$ cat src/rtl/life_pkg.sv
`timescale 1ns/1ps
`default_nettype none
// ============================================================================
//  Module      : life_pkg
//  Description : Shared types and constants for the Game-of-Life controller.
//                Holds the controller state encoding and the cell-array width.
//  Revision    : 1.0 - initial release
// ============================================================================
package life_pkg;

   // Number of cells in the 4x4 array; cell (row, col) lives at bit 4*row+col.
   localparam int c_arr_w = 16;

   typedef enum logic [1:0] {
      ST_IDLE = 2'd0,
      ST_LOAD = 2'd1,
      ST_RUN  = 2'd2,
      ST_HALT = 2'd3
   } state_t;

endpackage
`default_nettype wire

$ cat src/rtl/life_rate_timer.sv
`timescale 1ns/1ps
`default_nettype none
// ============================================================================
//  Module      : life_rate_timer
//  Description : Generation-period counter. Counts while enabled and raises
//                tick for one cycle on the last count of each period, then
//                restarts from zero. Periods below 2 are stretched to 2.
//  Ports       : clk, reset  - clock / synchronous active-high reset
//                clear       - force the count back to zero
//                enable      - count this cycle
//                period      - cycles between ticks
//                tick        - high on the final cycle of each period
//  Revision    : 1.0 - initial release
// ============================================================================
module life_rate_timer #(
   parameter int CNT_W = 24
) (
   input  logic             clk,
   input  logic             reset,
   input  logic             clear,
   input  logic             enable,
   input  logic [CNT_W-1:0] period,
   output logic             tick
);

   logic [CNT_W-1:0] r_cnt;
   logic [CNT_W-1:0] w_last;

   // A step must always be followed by at least one check cycle, so the
   // shortest usable period is 2 cycles.
   assign w_last = (period < CNT_W'(2)) ? CNT_W'(1) : (period - CNT_W'(1));

   // ">=" keeps the counter from running away if period shrinks mid-count.
   assign tick = enable && (r_cnt >= w_last);

   always_ff @(posedge clk) begin
      if (reset || clear) begin
         r_cnt <= '0;
      end else if (enable) begin
         r_cnt <= tick ? '0 : (r_cnt + CNT_W'(1));
      end
   end

endmodule
`default_nettype wire

$ cat src/rtl/life_ctrl.sv
`timescale 1ns/1ps
`default_nettype none
// ============================================================================
//  Module      : life_ctrl
//  Description : Controller for a 4x4 Game-of-Life array. Loads patterns,
//                issues generation step strobes (free-running or single-step),
//                detects stable generations and optionally halts on them.
//  Ports       : clk, reset        - clock / synchronous active-high reset
//                run               - 1 = free-running generations
//                single_step       - one-generation request while idle
//                load_req/load_val - pattern load request and data
//                period            - cycles between steps while running
//                halt_on_stable    - stop running on an unchanged generation
//                alive/alive_prev  - current / previous array state
//                val, write_enb    - array write port
//                step              - array advance strobe
//                load_ack          - load completion pulse
//                stable            - last checked generation was unchanged
//                gen_count         - generations since the last load
//                state             - controller state encoding
//  Revision    : 1.0 - initial release
// ============================================================================
module life_ctrl
   import life_pkg::*;
#(
   parameter int CNT_W = 24
) (
   input  logic               clk,
   input  logic               reset,
   input  logic               run,
   input  logic               single_step,
   input  logic               load_req,
   input  logic [c_arr_w-1:0] load_val,
   input  logic [CNT_W-1:0]   period,
   input  logic               halt_on_stable,
   input  logic [c_arr_w-1:0] alive,
   input  logic [c_arr_w-1:0] alive_prev,
   output logic [c_arr_w-1:0] val,
   output logic               write_enb,
   output logic               step,
   output logic               load_ack,
   output logic               stable,
   output logic [15:0]        gen_count,
   output logic [1:0]         state
);

   state_t             r_state;
   state_t             w_state_nxt;
   logic               r_ld_ph;       // 0 = write cycle, 1 = acknowledge cycle
   logic               w_ld_ph_nxt;
   logic               r_ss_step;     // single-step strobe issued from IDLE
   logic               r_chk;         // cycle after a step: compare generations
   logic               r_stable;
   logic [15:0]        r_gen;
   logic [c_arr_w-1:0] r_val;
   logic               w_tick;
   logic               w_step;
   logic               w_we;
   logic               w_ack;
   logic               w_same;
   logic               w_tmr_en;
   logic               w_tmr_clr;

   assign w_same    = (alive == alive_prev);
   assign w_tmr_en  = (r_state == ST_RUN);
   // Clearing on the exit edge as well guarantees a fresh count on re-entry.
   assign w_tmr_clr = (r_state != ST_RUN) || (w_state_nxt != ST_RUN);

   life_rate_timer #(
      .CNT_W (CNT_W)
   ) u_timer (
      .clk    (clk),
      .reset  (reset),
      .clear  (w_tmr_clr),
      .enable (w_tmr_en),
      .period (period),
      .tick   (w_tick)
   );

   // State register
   always_ff @(posedge clk) begin
      if (reset) begin
         r_state <= ST_IDLE;
         r_ld_ph <= 1'b0;
      end else begin
         r_state <= w_state_nxt;
         r_ld_ph <= w_ld_ph_nxt;
      end
   end

   // Next-state logic; a load request pre-empts everything, in any state.
   always_comb begin
      w_state_nxt = r_state;
      w_ld_ph_nxt = 1'b0;
      if (load_req) begin
         w_state_nxt = ST_LOAD;
      end else begin
         case (r_state)
            ST_IDLE: begin
               if (run) w_state_nxt = ST_RUN;
            end
            ST_LOAD: begin
               if (!r_ld_ph) w_ld_ph_nxt = 1'b1;
               else          w_state_nxt = ST_IDLE;
            end
            ST_RUN: begin
               if (!run)                                  w_state_nxt = ST_IDLE;
               else if (r_chk && w_same && halt_on_stable) w_state_nxt = ST_HALT;
            end
            ST_HALT: begin
               if (!run) w_state_nxt = ST_IDLE;
            end
            default: w_state_nxt = ST_IDLE;
         endcase
      end
   end

   // Output logic
   always_comb begin
      w_we      = (r_state == ST_LOAD) && !r_ld_ph;
      w_ack     = (r_state == ST_LOAD) &&  r_ld_ph;
      w_step    = w_tick || r_ss_step;
      write_enb = w_we;
      load_ack  = w_ack;
      step      = w_step;
      val       = r_val;
      stable    = r_stable;
      gen_count = r_gen;
      state     = r_state;
   end

   // Datapath registers
   always_ff @(posedge clk) begin
      if (reset) begin
         r_val     <= '0;
         r_ss_step <= 1'b0;
         r_chk     <= 1'b0;
         r_stable  <= 1'b0;
         r_gen     <= '0;
      end else begin
         if (load_req) r_val <= load_val;
         // run and load both outrank a single-step request in IDLE.
         r_ss_step <= (r_state == ST_IDLE) && single_step && !load_req && !run;
         r_chk     <= w_step;
         if (w_we) begin
            // Write cycle of a load: the acknowledge cycle shows the cleared values.
            r_stable <= 1'b0;
            r_gen    <= '0;
         end else begin
            if (r_chk) r_stable <= w_same;
            if (w_step && (r_gen != 16'hFFFF)) r_gen <= r_gen + 16'd1;
         end
      end
   end

endmodule
`default_nettype wire

$ cat config.mk
export PLATFORM = sky130hd
export DESIGN_NAME = life_ctrl
export DESIGN_NICKNAME = d
export VERILOG_FILES = /design/src/rtl/life_pkg.sv /design/src/rtl/life_rate_timer.sv /design/src/rtl/life_ctrl.sv
export SDC_FILE = /design/constraint.sdc
export NUM_CORES = 1
export LEC_CHECK = 0
export ABC_AREA = 1
export CAP_MARGIN = 20
export CORE_MARGIN = 2
export CORE_UTILIZATION = 35
export CTS_CLUSTER_SIZE = 25
export DETAILED_ROUTE_END_ITERATION = 7
export PLACE_DENSITY = 0.61
export SLEW_MARGIN = 20
export SYNTH_ARGS = -nofsm -noshare
export SYNTH_HDL_FRONTEND = slang
export SYNTH_SLANG_ARGS = --single-unit
$ cat constraint.sdc
create_clock -name clk -period 4.8 [get_ports clk]
set_input_delay 0.96 -clock clk [delete_from_list [all_inputs] [get_ports clk]]
set_output_delay 0.96 -clock clk [all_outputs]
set_load 0.05 [all_outputs]
Yosys cells after proc, flatten, opt, wreduce, memory -nomap -nowiden:

Cells that the tools add are included.

* flip-flop bits (word level): 62
* bits in latches: 0
* RAM bits: 0
* memory bits (read-only): 0
* output and inout port bits: 38
* logic and storage cells: 49
* memories: 0

* add/subtract/negate cells: 3
* multipliers: 0
* div/mod/pow operators: 0
* $lt $le $gt $ge: 2
* equal/unequal tests: 7
* shifts and indexed selects: 0
* muxes and demuxes: 10
* bitwise gates (word level): 1
* reductions and logical operators: 18

Operator list (number)
* two-way mux 24 bit: 2
* adder 24 x 1 -> 24 bit (second input constant): 1
* greater-or-equal comparator 24 bit: 1
* < comparator 24 x 2 -> 1 bit (second input constant): 1
* subtractor 24 x 1 -> 24 bit (second input constant): 1
* adder 16 x 1 -> 16 bit (second input constant): 1
* equality test 16 bit: 1
* inequality test 16 bit (second input constant): 1
* two-way mux 2 bit: 6
* logical AND 1 bit: 9
* one-hot mux 2 bit (4 select lines): 1
* equality test 2 bit (second input constant): 2
* inequality test 2 bit (second input constant): 2
* zero test 1 bit: 3
* logical OR 1 bit: 3
* OR reduction 3 bit: 1
* equality test 2 x 1 -> 1 bit (second input constant): 1
* zero test 2 bit: 1
* OR reduction 2 bit: 1
* two-way mux 1 bit: 1
* NOT 1 bit: 1

Logic depth before layout (Yosys ltp):

Gate-level depths: netlist of the first run.

* depth after elaboration: 10
* gate-level depth with buffers: 28
* gate-level depth less buffers: 27

Hierarchy:

A second synthesis of the first run with hierarchy kept.

* cell total of the unflattened synthesis: 690
* area total of the unflattened synthesis: 4385.5 um^2

Modules (own cells, without submodules)
* life_rate_timer: instances 1, cells an instance 403, area each 2494.9 um^2, seq. area each 480.5 um^2
* life_ctrl: instances 1, cells an instance 287, area each 1890.6 um^2, seq. area each 760.7 um^2

Worst setup path before layout of the first run:

Ideal clock, no wire load.

* path kind: in2out
* start point: input port period[0]
* end point: output port step
* arrival time: 3.581 ns
* slack: 0.259 ns
* stages: 22
* buffers on the path: 1
* cell sequence: inv_1 ha_1 inv_1 nor2_1 inv_2 nor2_2 inv_2 nor2_1 inv_2 nor2_2 nand3_1 a21o_1 ha_1 nand2_1 nor2_1 nand4_1 nor2_1 nand2_1 nand2_1 nand2_1 nand2_2 buf_2

* word-level cells in the longest chain between the ends: 5
* elaborated cells on any way between the ends: 6
* those cells by class: add/sub: 1; order compare: 2; mux: 1; reduce/logical: 2

RTL lines
* start: declaration: line life_ctrl.sv:34 `input logic [CNT_W-1:0] period,`
* subtractor 24 x 1 -> 24 bit or < comparator 24 x 2 -> 1 bit (tied branches): line life_rate_timer.sv:31 `assign w_last = (period < CNT_W'(2)) ? CNT_W'(1) : (period - CNT_W'(1));`
* two-way mux 24 bit (*): line life_rate_timer.sv:31
* greater-or-equal comparator 24 bit (*): line life_rate_timer.sv:34 `assign tick = enable && (r_cnt >= w_last);`
* logical AND 1 bit (*): line life_rate_timer.sv:34
* logical OR 1 bit (*): line life_ctrl.sv:122 `w_step = w_tick || r_ss_step;`
* end: declaration: line life_ctrl.sv:40 `output logic step,`

Mark *: on every way between the ends. The rest lies on a longest branch, timed or not.

Worst setup path in the final report of the first run:

* start point: input port period[6]
* end point: output port step

The elaborated chain is that of the path after synthesis.

==> impl_results.md, run 1 <==
- Run status: finished clean
- Most Used Layer, Global Route: met2
- Setup crit start kind: input pin
- Via count: 4,845
- First-pass GRT wire length: 20.03 mm
- Final hold viol count: 0
- # rows: 40
- Post-Syn Nets: 797
- GRT Total Usage: 18.27%
- Vias in the first global route: 4,595
- CP Data Required Time: 3840 ps
- Clock-pin transition on the worst setup and hold timing paths: 60 ps
- Slew @ Worst Pin: 801.7 ps
- Commonest non-fill, non-tap cells in the layout: nand2_1 (142), nor2_1 (124), clkdlybuf4s50_1 (105)
- Clock H-tree levels: 3
- Non-Filler Instances: 1,004
- Synth area leader: dfxtp_1
- Min Hold Slack: 459.4 ps
- Setup TNS: 0 ps
- Nets: 936
- CTS root buffer: clkbuf_16
- Inserted Diodes: 0
- Place WS: -182.4 ps
- Port bufs: 115
- Min cycle time layout: 4618 ps
- Critical path arrival: 3660 ps
- Yosys reg bits: 62
- Layout cell share with drive strength beyond 1: 13.52%
- GR Util met1: 23.35%
- Initial core utilization: 36.23%
- Initial DRT Pass Iterations: 5
- Clk buf depth: 2
- Dpl hpwl: 9.290 mm
- DRC Markers: 0
- Area grow syn2layout: 44.69%
- Max-slew violation count: 0
- Tot Pwr: 1429 uW
- GR Layer Usage met3: 3.166%
- Clock Skews: 5.603 ps
- Worst-Skew Late Latency: 330 ps
- Crit path capture type: output pin
- Overflow after GRT: 0
- Leading cell type in the layout, fill and taps excluded: nand2_1
- Pwr dens: 224.1 mW/mm2
- Fmax: 216.5 MHz
- Cell area after synthesis: 0.004407 mm2
- GR Util met2: 31.19%
- Synth unique cells: 41
- Average size of a mapped cell: 6.368 um2
- Filler cells: 1,234
- Largest net degree at the start of global routing: 26
- Cell leakage power: 0.002741 uW
- CTS tree: done
- Worst-path maximum fanout: 4
- Kind of critical path: in2out
- Worst slew margin: 46.42%
- Synth top area share: 28.17%
- DRT Wirelength: 12.44 mm
- Drt via density: 4.826
- Top area cells in the synthesized netlist: dfxtp_1 (28%), nand2_1 (13%), nor2_1 (12%)
- Starting DRT DRC Count: 229
- Final Cycle Share: 96.21%
- Gp weighted congestion: 0.9062
- Core ar.: 0.01216 mm2
- IO Pins: 116
- Antenna viol nets, final: 0
- Width of the die: 116.2 um
- Antenna violations before repair: 0
- Synth warn: 0
- Multi-input logic area: 0.002938 mm2
- WL per Instance: 12.39 um
- Cells after synthesis: 692
- Max VDD drop: 0.0001516 V
- Max-cap violations: 0
- Seq. cell area: 0.001241 mm2
- HP Class: reg2reg
- Sequential fraction of the synthesis area: 28.17%
- Die area: 0.01350 mm2
- Hold buffer count at cts: 0
- Clock buffer count from CTS: 9
- Die Ht: 116.2 um
- Final setup vio count: 0
- Post-Place Cells: 980
- Sink Count: 62
- Fin worst setup slack: 181.8 ps
## power by group
group | internal (uW) | switching, uW
sequential | 526 | 6.02
clock | 429 | 227
combinational | 114 | 127
total | 1070 | 360
## per-layer routing
layer | share of wire, % | vias up
li1 | - | 2514
met2 | 47 | 124
met4 | 1.7 | 0
met5 | 0 | -
met3 | 5.7 | 17
met1 | 46 | 2190
## path summary, 6_finish.rpt
kind	startpoint	to	slack [ps]	cells past startpoint
min	stable	stable	460	2
max	period[6]	step	180	21
max reg2reg	u_timer.r_cnt[21]	gen_count[4]	2520	14
min reg2reg	stable	stable	460	2
## cell type report
type	instances	area share (%)
Multi-Input combinational cell	535	46.08
Sequential cell	62	19.47
Clock inverter	3	0.6672
Clock buffer	13	4.082
Tap cell	168	3.297
Inverter	81	4.768
Timing Repair Buffer	142	21.64
## synthesized netlist by cell type, drive strengths merged
master    n
dfxtp    62
and2      1
o211ai    1
xor2     15
inv      80
or2      10
o21ai    29
a21o      3
a21boi    4
a31o      4
nand3b    2
clkinv    1
nand4    13
o21bai    1
buf       6
clkbuf    8
ha       27
nor4      4
xnor2    13
nand2   152
a21oi    28
nand3    68
nor2    142
nor3     12
o21a      1
and3      2
o221ai    3
## metrics by stage
stage          util (%)  cell area (um2)
5_1_grt           52.43             6376
3_5_place_dp      48.05             5843
6_report          52.43             6376
4_1_cts           50.88             6188
3_3_place_gp      48.05             5843
2_1_floorplan         -             4407
## repair_timing
action                     4_1_cts  5_1_grt
gates resized for setup         10       45
setup endpoints to repair        1        1
setup buffers                    1        5
cloned                           0        2
pin swaps                        1       22
## cells by family (layout without fill, tap and decap cells)
family	after synthesis	in the layout	share of synthesized area (%)
AO/OA/AOI/OAI	74	74	10.42
XOR/XNOR	28	28	5.565
adder cells (fa/ha/maj)	27	27	7.666
buffers and inverters	95	239	8.376
flip-flops	62	62	28.17
AND/OR/NAND/NOR	406	406	39.81
## critical path, cell delays in order
cell and delay [ps]:
clkdlybuf4s50_1 460, nor2_1 120, nand2_1 70, nor2_2 120
nand2_1 90, nor2_2 140, nand2_2 100, nor2_4 110
nand2_1 80, a21boi_1 110, o21ai_1 80, ha_1 320
a21oi_2 150, nor2_1 50, nor2_1 100, nand2_1 80
a21oi_2 110, nand2_1 80, nand2_2 90, nand2_4 60
buf_8 150
## state kept, by name, summed over array words and instances, names as in the netlist
signal / count
gen_count: 16
r_chk: 1
r_ld_ph: 1
r_ss_step: 1
stable: 1
state: 2
u_timer.r_cnt: 24
val: 16
Note: power is estimated with default switching activity, not from simulation.
==> inputs of run 2 (changes only) <==
- GPL_TIMING_DRIVEN: not set -> 0
==> impl_results.md, run 2 (synthesis results as in run 1) <==
- First-pass GRT wire length: 20.52 mm (was 20.03 mm)
- Gp weighted congestion: 0.8573 (was 0.9062)
- Max-cap violations: 0 (unchanged)
- Sw power: 358.1 uW (was 359.9 uW)
- GRT Total Usage: 18.79% (was 18.27%)
- Inserted Diodes: 0 (unchanged)
- Worst slew margin: 64.16% (was 46.42%)
- Initial DRT Pass Iterations: 7 (was 5)
- Tot Pwr: 1420 uW (was 1429 uW)
- Slew @ Worst Pin: 537.6 ps (was 801.7 ps)
- Run status: finished clean (unchanged)
- Antenna violations before repair: 0 (unchanged)
- Antenna viol nets, final: 0 (unchanged)
- Met2 wire length: 5.898 mm (was 5.826 mm)
- Vias in the first global route: 4,588 (was 4,595)
- Post-Place Cells: 974 (was 980)
- Port bufs: 114 (was 115)
- Dpl hpwl: 9.468 mm (was 9.290 mm)
- Core ar.: 0.01216 mm2 (unchanged)
- Wl on met1: 5.693 mm (was 5.685 mm)
- CTS tree: done (unchanged)
- Sw frac: 25.22% (was 25.18%)
- Place WS: -1629 ps (was -182.4 ps)
- Seq pwr share: 37.5% (was 37.2%)
- Final hold viol count: 0 (unchanged)
- Top reg by flops: u_timer.r_cnt (unchanged)
- RR Startpoint: u_timer.r_cnt[5] (was u_timer.r_cnt[21])
- Area grow syn2layout: 44.55% (was 44.69%)
- Final Cycle Share: 95.94% (was 96.21%)
- WL per Instance: 12.34 um (was 12.39 um)
- Max VDD drop: 0.0001993 V (was 0.0001516 V)
- Commonest non-fill, non-tap cells in the layout: nand2_1 (138), nor2_1 (126), clkdlybuf4s50_1 (97) (was nand2_1 (142), nor2_1 (124), clkdlybuf4s50_1 (105))
- Hold Startpoint: stable (unchanged)
- Overflow after GRT: 0 (unchanged)
- Layout cell share with drive strength beyond 1: 13.38% (was 13.52%)
- Min cycle time layout: 4605 ps (was 4618 ps)
- Starting DRT DRC Count: 193 (was 229)
- Met3 Routed Length: 621 um (was 714 um)
- Die Ht: 116.2 um (unchanged)
- P_int: 1061 uW (was 1069 uW)
- Final setup vio count: 0 (unchanged)
- Pwr dens: 222.9 mW/mm2 (was 224.1 mW/mm2)
- Filler cells: 1,233 (was 1,234)
- Non-Filler Instances: 1,005 (was 1,004)
- Width of the die: 116.2 um (unchanged)
- Die area: 0.01350 mm2 (unchanged)
- Setup crit start kind: input pin (unchanged)
- Worst-Skew Late Latency: 320 ps (was 330 ps)
- Finished Cell Area: 0.006370 mm2 (was 0.006376 mm2)
- Largest net degree at the start of global routing: 18 (was 26)
- Via count: 4,832 (was 4,845)
- Clock buffer count from CTS: 9 (unchanged)
- HP Class: reg2reg (unchanged)
- DRC Markers: 0 (unchanged)
- Initial core utilization: 36.23% (unchanged)
- IO Pins: 116 (unchanged)
- Fin util: 52.38% (was 52.43%)
- Clk buf depth: 2 (unchanged)
- # rows: 40 (unchanged)
- Fmax: 217.1 MHz (was 216.5 MHz)
- Kind of critical path: in2out (unchanged)
- Setup crit start: period[11] (was period[6])
- Comb pwr share: 16.6% (was 16.9%)
- Leading cell type in the layout, fill and taps excluded: nand2_1 (unchanged)
- CP Data Required Time: 3840 ps (about the same)
- Clock share of power: 45.9% (about the same)
- Crit path capture type: output pin (unchanged)
- CTS root buffer: clkbuf_16 (unchanged)
- DRT Wirelength: 12.41 mm (was 12.44 mm)
- Max-slew violation count: 0 (unchanged)
- Drt via density: 4.808 (was 4.826)
- Sink Count: 62 (unchanged)
- Placed Area: 0.005758 mm2 (was 0.005843 mm2)
- Clock H-tree levels: 3 (unchanged)
- Highest Signal Layer: met4 (unchanged)
- Hold buffer count at cts: 0 (unchanged)
- Nets: 937 (was 936)
- Largest register FFs: 24 (unchanged)
- Clock Skews: 6.104 ps (was 5.603 ps)
- Fin worst setup slack: 194.8 ps (was 181.8 ps)
- Critical path arrival: 3650 ps (was 3660 ps)
- Cell leakage power: 0.002755 uW (was 0.002741 uW)
- Worst-path maximum fanout: 8 (was 4)
- Clock-pin transition on the worst setup and hold timing paths: 50 ps (was 60 ps)
-- run 2: path summary, 6_finish.rpt --
| kind | end | slack [ps] | cells past startpoint |
|---|---|---|---|
| worst min register to register | stable | 460 | 2 |
| worst min-delay path | stable | 460 | 2 |
| worst max register to register | u_timer.r_cnt[5] | 2450 | 14 |
| worst max-delay path | step | 190 | 20 |
-- run 2: final cells by class --
class | count | area [um2] | area share [%]
inverters | 81 | 304.0 | 4.773
plain buffers | 13 | 71.32 | 1.120
multi-input cells | 535 | 2958 | 46.43
well taps | 168 | 210.2 | 3.300
clock buffers | 12 | 256.5 | 4.027
clock inverters | 4 | 45.04 | 0.7071
repair buffers | 130 | 1284 | 20.15
flip-flops and latches | 62 | 1241 | 19.49
-- run 2: stage by stage --
stage / hold WS [ps] / setup TNS [ps]
floorplan: 447.4 / 0
global placement: 451.7 / -2111
detailed placement: 452.2 / -3438
CTS: 460.3 / 0
global route: 488.6 / -29.96
finish: 461.0 / 0
-- run 2: worst max-delay path: stages --
cell,delay [ps]
clkdlybuf4s50_1,460
nor2_2,140
inv_2,80
nor3_2,160
nand4_1,240
clkbuf_8,240
buf_4,140
nand3_1,90
ha_1,250
nand2_1,80
nand2_1,50
nand2_1,50
nand2_1,60
a21oi_1,120
nand2_1,70
nand2_1,80
nand2_2,60
nand2_4,100
nand2_8,60
buf_8,160
-- run 2: repair_timing --
item,CTS,global route
resized for setup,36,44
pin swaps,10,24
setup buffers,5,11
gates cloned,0,0
setup endpoints to repair,1,1
-- run 2: power by group through the flow --
| stage | clock [uW] | combinational, uW | sequential (uW) |
|---|---|---|---|
| 6_report | 652 | 235 | 532 |
| 5_1_grt | 689 | 256 | 533 |
| 4_1_cts | 665 | 231 | 532 |
| 3_5_place_dp | 0 | 228 | 543 |
| 3_3_place_gp | 0 | 224 | 542 |
| 2_1_floorplan | 0 | 79.4 | 578 |
-- run 2: layer usage --
layer	vias up	GRT usage [%]
li1	2516	-
met1	2189	23.29
met2	112	32.36
met3	15	3.581
met4	0	7.222
met5	-	0
==> inputs of run 3 (changes only) <==
--- a/config.mk
+++ b/config.mk
@@ -12,4 +12,5 @@
 export CTS_CLUSTER_SIZE = 25
 export DETAILED_ROUTE_END_ITERATION = 7
+export GPL_ROUTABILITY_DRIVEN = 0
 export GPL_TIMING_DRIVEN = 0
 export PLACE_DENSITY = 0.61
==> constraint.sdc (replaced) <==
create_clock -name clk -period 4.8 [get_ports clk]
set_input_delay 0.72 -clock clk [delete_from_list [all_inputs] [get_ports clk]]
set_output_delay 0.72 -clock clk [all_outputs]
set_load 0.05 [all_outputs]
==> impl_results.md, run 3 (synthesis results as in run 1) <==
- Run status: finished clean (unchanged)
- HP Class: reg2reg (unchanged)
- # rows: 40 (unchanged)
- Final hold viol count: 0 (unchanged)
- Drt via density: 4.743 (was 4.808)
- Clock share of power: 48.5% (was 45.9%)
- Slew @ Worst Pin: 572.7 ps (was 537.6 ps)
- Pwr dens: 238.3 mW/mm2 (was 222.9 mW/mm2)
- Antenna violations before repair: 0 (unchanged)
- Max VDD drop: 0.0001889 V (was 0.0001993 V)
- Tot Pwr: 1481 uW (was 1420 uW)
- Commonest non-fill, non-tap cells in the layout: nand2_1 (145), nor2_1 (129), clkdlybuf4s50_1 (113) (was nand2_1 (138), nor2_1 (126), clkdlybuf4s50_1 (97))
- CP Data Required Time: 4080 ps (was 3840 ps)
- Top reg by flops: u_timer.r_cnt (unchanged)
- Clock H-tree levels: 3 (unchanged)
- Post-Place Cells: 974 (unchanged)
- Clock Skews: 2.760 ps (was 6.104 ps)
- Critical path arrival: 3800 ps (was 3650 ps)
- Non-Filler Instances: 993 (was 1,005)
- Worst-path cell chain: clkdlybuf4s50_1 -> inv_1 -> ha_1 -> inv_1 -> nor2_4 -> inv_2 -> nor2_4 -> inv_2 -> nor2_2 -> inv_2 -> nor2_4 -> nand3_1 -> a21o_1 -> ha_1 -> nand2_1 -> nor2_2 -> nand4_1 -> nor2_1 -> nand2_1 -> nand2_1 -> nand2_4 -> nand2_8 -> buf_6 (was clkdlybuf4s50_1 -> nor2_2 -> inv_2 -> nor3_2 -> nand4_1 -> clkbuf_8 -> buf_4 -> nand3_1 -> ha_1 -> nand2_1 -> nand2_1 -> nand2_1 -> nand2_1 -> a21oi_1 -> nand2_1 -> nand2_1 -> nand2_2 -> nand2_4 -> nand2_8 -> buf_8)
- Starting DRT DRC Count: 195 (was 193)
- CTS tree: done (unchanged)
- Setup crit start kind: input pin (unchanged)
- Clock buffer count from CTS: 9 (unchanged)
- Width of the die: 116.2 um (unchanged)
- Area grow syn2layout: 41.03% (was 44.55%)
- Cell leakage power: 0.002576 uW (was 0.002755 uW)
- Kind of critical path: in2out (unchanged)
- Vias in the first global route: 4,570 (was 4,588)
- WL per Instance: 12.04 um (was 12.34 um)
- Min cycle time layout: 4522 ps (was 4605 ps)
- CTS root buffer: clkbuf_16 (unchanged)
- Port bufs: 114 (unchanged)
- Final Cycle Share: 94.21% (was 95.94%)
- Inserted Diodes: 0 (unchanged)
- DRT Wirelength: 11.95 mm (was 12.41 mm)
- Largest register FFs: 24 (unchanged)
- Slowest-stage cell, CP: clkdlybuf4s50_1 (unchanged)
- Antenna viol nets, final: 0 (unchanged)
- Worst-path maximum fanout: 18 (was 8)
- Die Ht: 116.2 um (unchanged)
- Sw power: 351.4 uW (was 358.1 uW)
- DRC Markers: 0 (unchanged)
- Final setup vio count: 0 (unchanged)
- P_int: 1130 uW (was 1061 uW)
- Place WS: -1074 ps (was -1629 ps)
- Crit path capture type: output pin (unchanged)
- Die area: 0.01350 mm2 (unchanged)
- Layout cell share with drive strength beyond 1: 9.939% (was 13.38%)
- Clk buf depth: 2 (unchanged)
- Fmax: 221.1 MHz (was 217.1 MHz)
- Fin worst setup slack: 277.7 ps (was 194.8 ps)
- Sw frac: 23.72% (was 25.22%)
- Clock-pin transition on the worst setup and hold timing paths: 50 ps (about the same)
- Initial DRT Pass Iterations: 5 (was 7)
- Comb pwr share: 15.5% (was 16.6%)
- Core ar.: 0.01216 mm2 (unchanged)
- Largest net degree at the start of global routing: 19 (was 18)
- GRT Total Usage: 18.58% (was 18.79%)
- Initial core utilization: 36.23% (unchanged)
- Worst-Skew Late Latency: 330 ps (was 320 ps)
- Nets: 925 (was 937)
- Via count: 4,710 (was 4,832)
- IO Pins: 116 (unchanged)
- Setup TNS: 0 ps (unchanged)
- First-pass GRT wire length: 20.30 mm (was 20.52 mm)
- Sink Count: 62 (unchanged)
- Max-slew violation count: 0 (unchanged)
- Dpl hpwl: 9.293 mm (was 9.468 mm)
- Filler cells: 1,202 (was 1,233)
- Seq pwr share: 36.0% (was 37.5%)
- Overflow after GRT: 0 (unchanged)
- Leading cell type in the layout, fill and taps excluded: nand2_1 (unchanged)
- Worst slew margin: 61.82% (was 64.16%)
- Max-cap violations: 0 (unchanged)
- Max stage delay on crit path: 460 ps (about the same)
## run 3: changes by cell type in the layout (fill, tap and decap cells not counted), sizes merged, moves of 2 or more
cell,delta
dlygate4sd2,-2
clkinv,-2
dlymetal6s2s,-12
buf,-12
clkdlybuf4s50,+16
## run 3: path summary, 6_finish.rpt
path                         start               end  slack (ps)  depth (start not counted)
setup / recovery         period[0]              step         280                         23
hold / removal              stable            stable         460                          2
setup reg to reg  u_timer.r_cnt[9]  u_timer.r_cnt[8]        2580                         13
hold reg to reg             stable            stable         460                          2
## run 3: final cells by class
class                           count  area, um2  area share [%]
Timing Repair Buffer              118       1172           18.86
Clock buffer                       13      270.3           4.349
Buffer                             13      61.31          0.9865
Multi-Input combinational cell    535       2890           46.51
Inverter                           81      304.0           4.892
Sequential cell                    62       1241           19.97
Clock inverter                      3      65.06           1.047
Tap cell                          168      210.2           3.382
## run 3: layer usage
layer | share of wire, % | vias to the layer above | global-route usage, %
met3 | 5.1 | 14 | 3.840
met2 | 47 | 110 | 31.97
met1 | 47 | 2091 | 23.33
li1 | - | 2495 | -
met4 | 1.2 | 0 | 5.952
met5 | 0 | - | 0
## run 3: per-stage QoR
| stage | area [um2] | util, % | hold WS [ps] |
|---|---|---|---|
| 2_1_floorplan | 4407 | - | 447.4 |
| 3_3_place_gp | 5758 | 47.35 | 451.6 |
| 3_5_place_dp | 5758 | 47.35 | 457.0 |
| 4_1_cts | 6110 | 50.24 | 464.8 |
| 5_1_grt | 6215 | 51.10 | 495.2 |
| 6_report | 6215 | 51.10 | 463.0 |
## run 3: repair_timing
item / in CTS / in global routing
setup endpoints to repair: 1 / 2
gates resized for setup: 11 / 23
pin swaps: 0 / 5
hold buffers: 0 / 0
buffers inserted: 0 / 4
cloned: 0 / 0
hold endpoints to repair: 0 / 0
## run 3: power groups by stage
stage	registers [uW]	clock network, uW	logic [uW]
after floorplan	578	0	79.4
after global placement	542	0	224
after detailed placement	543	0	227
after CTS	532	735	229
after global routing	533	760	253
final	533	719	230
## run 3: critical path: cells and delay by family
| family | cells | cell delay (ps) |
|---|---|---|
| and+or+nand+nor | 13 | 1450 |
| buffers and inverters | 7 | 990 |
| adders and majority gates | 2 | 440 |
| AOI/OAI and AO/OA | 1 | 200 |
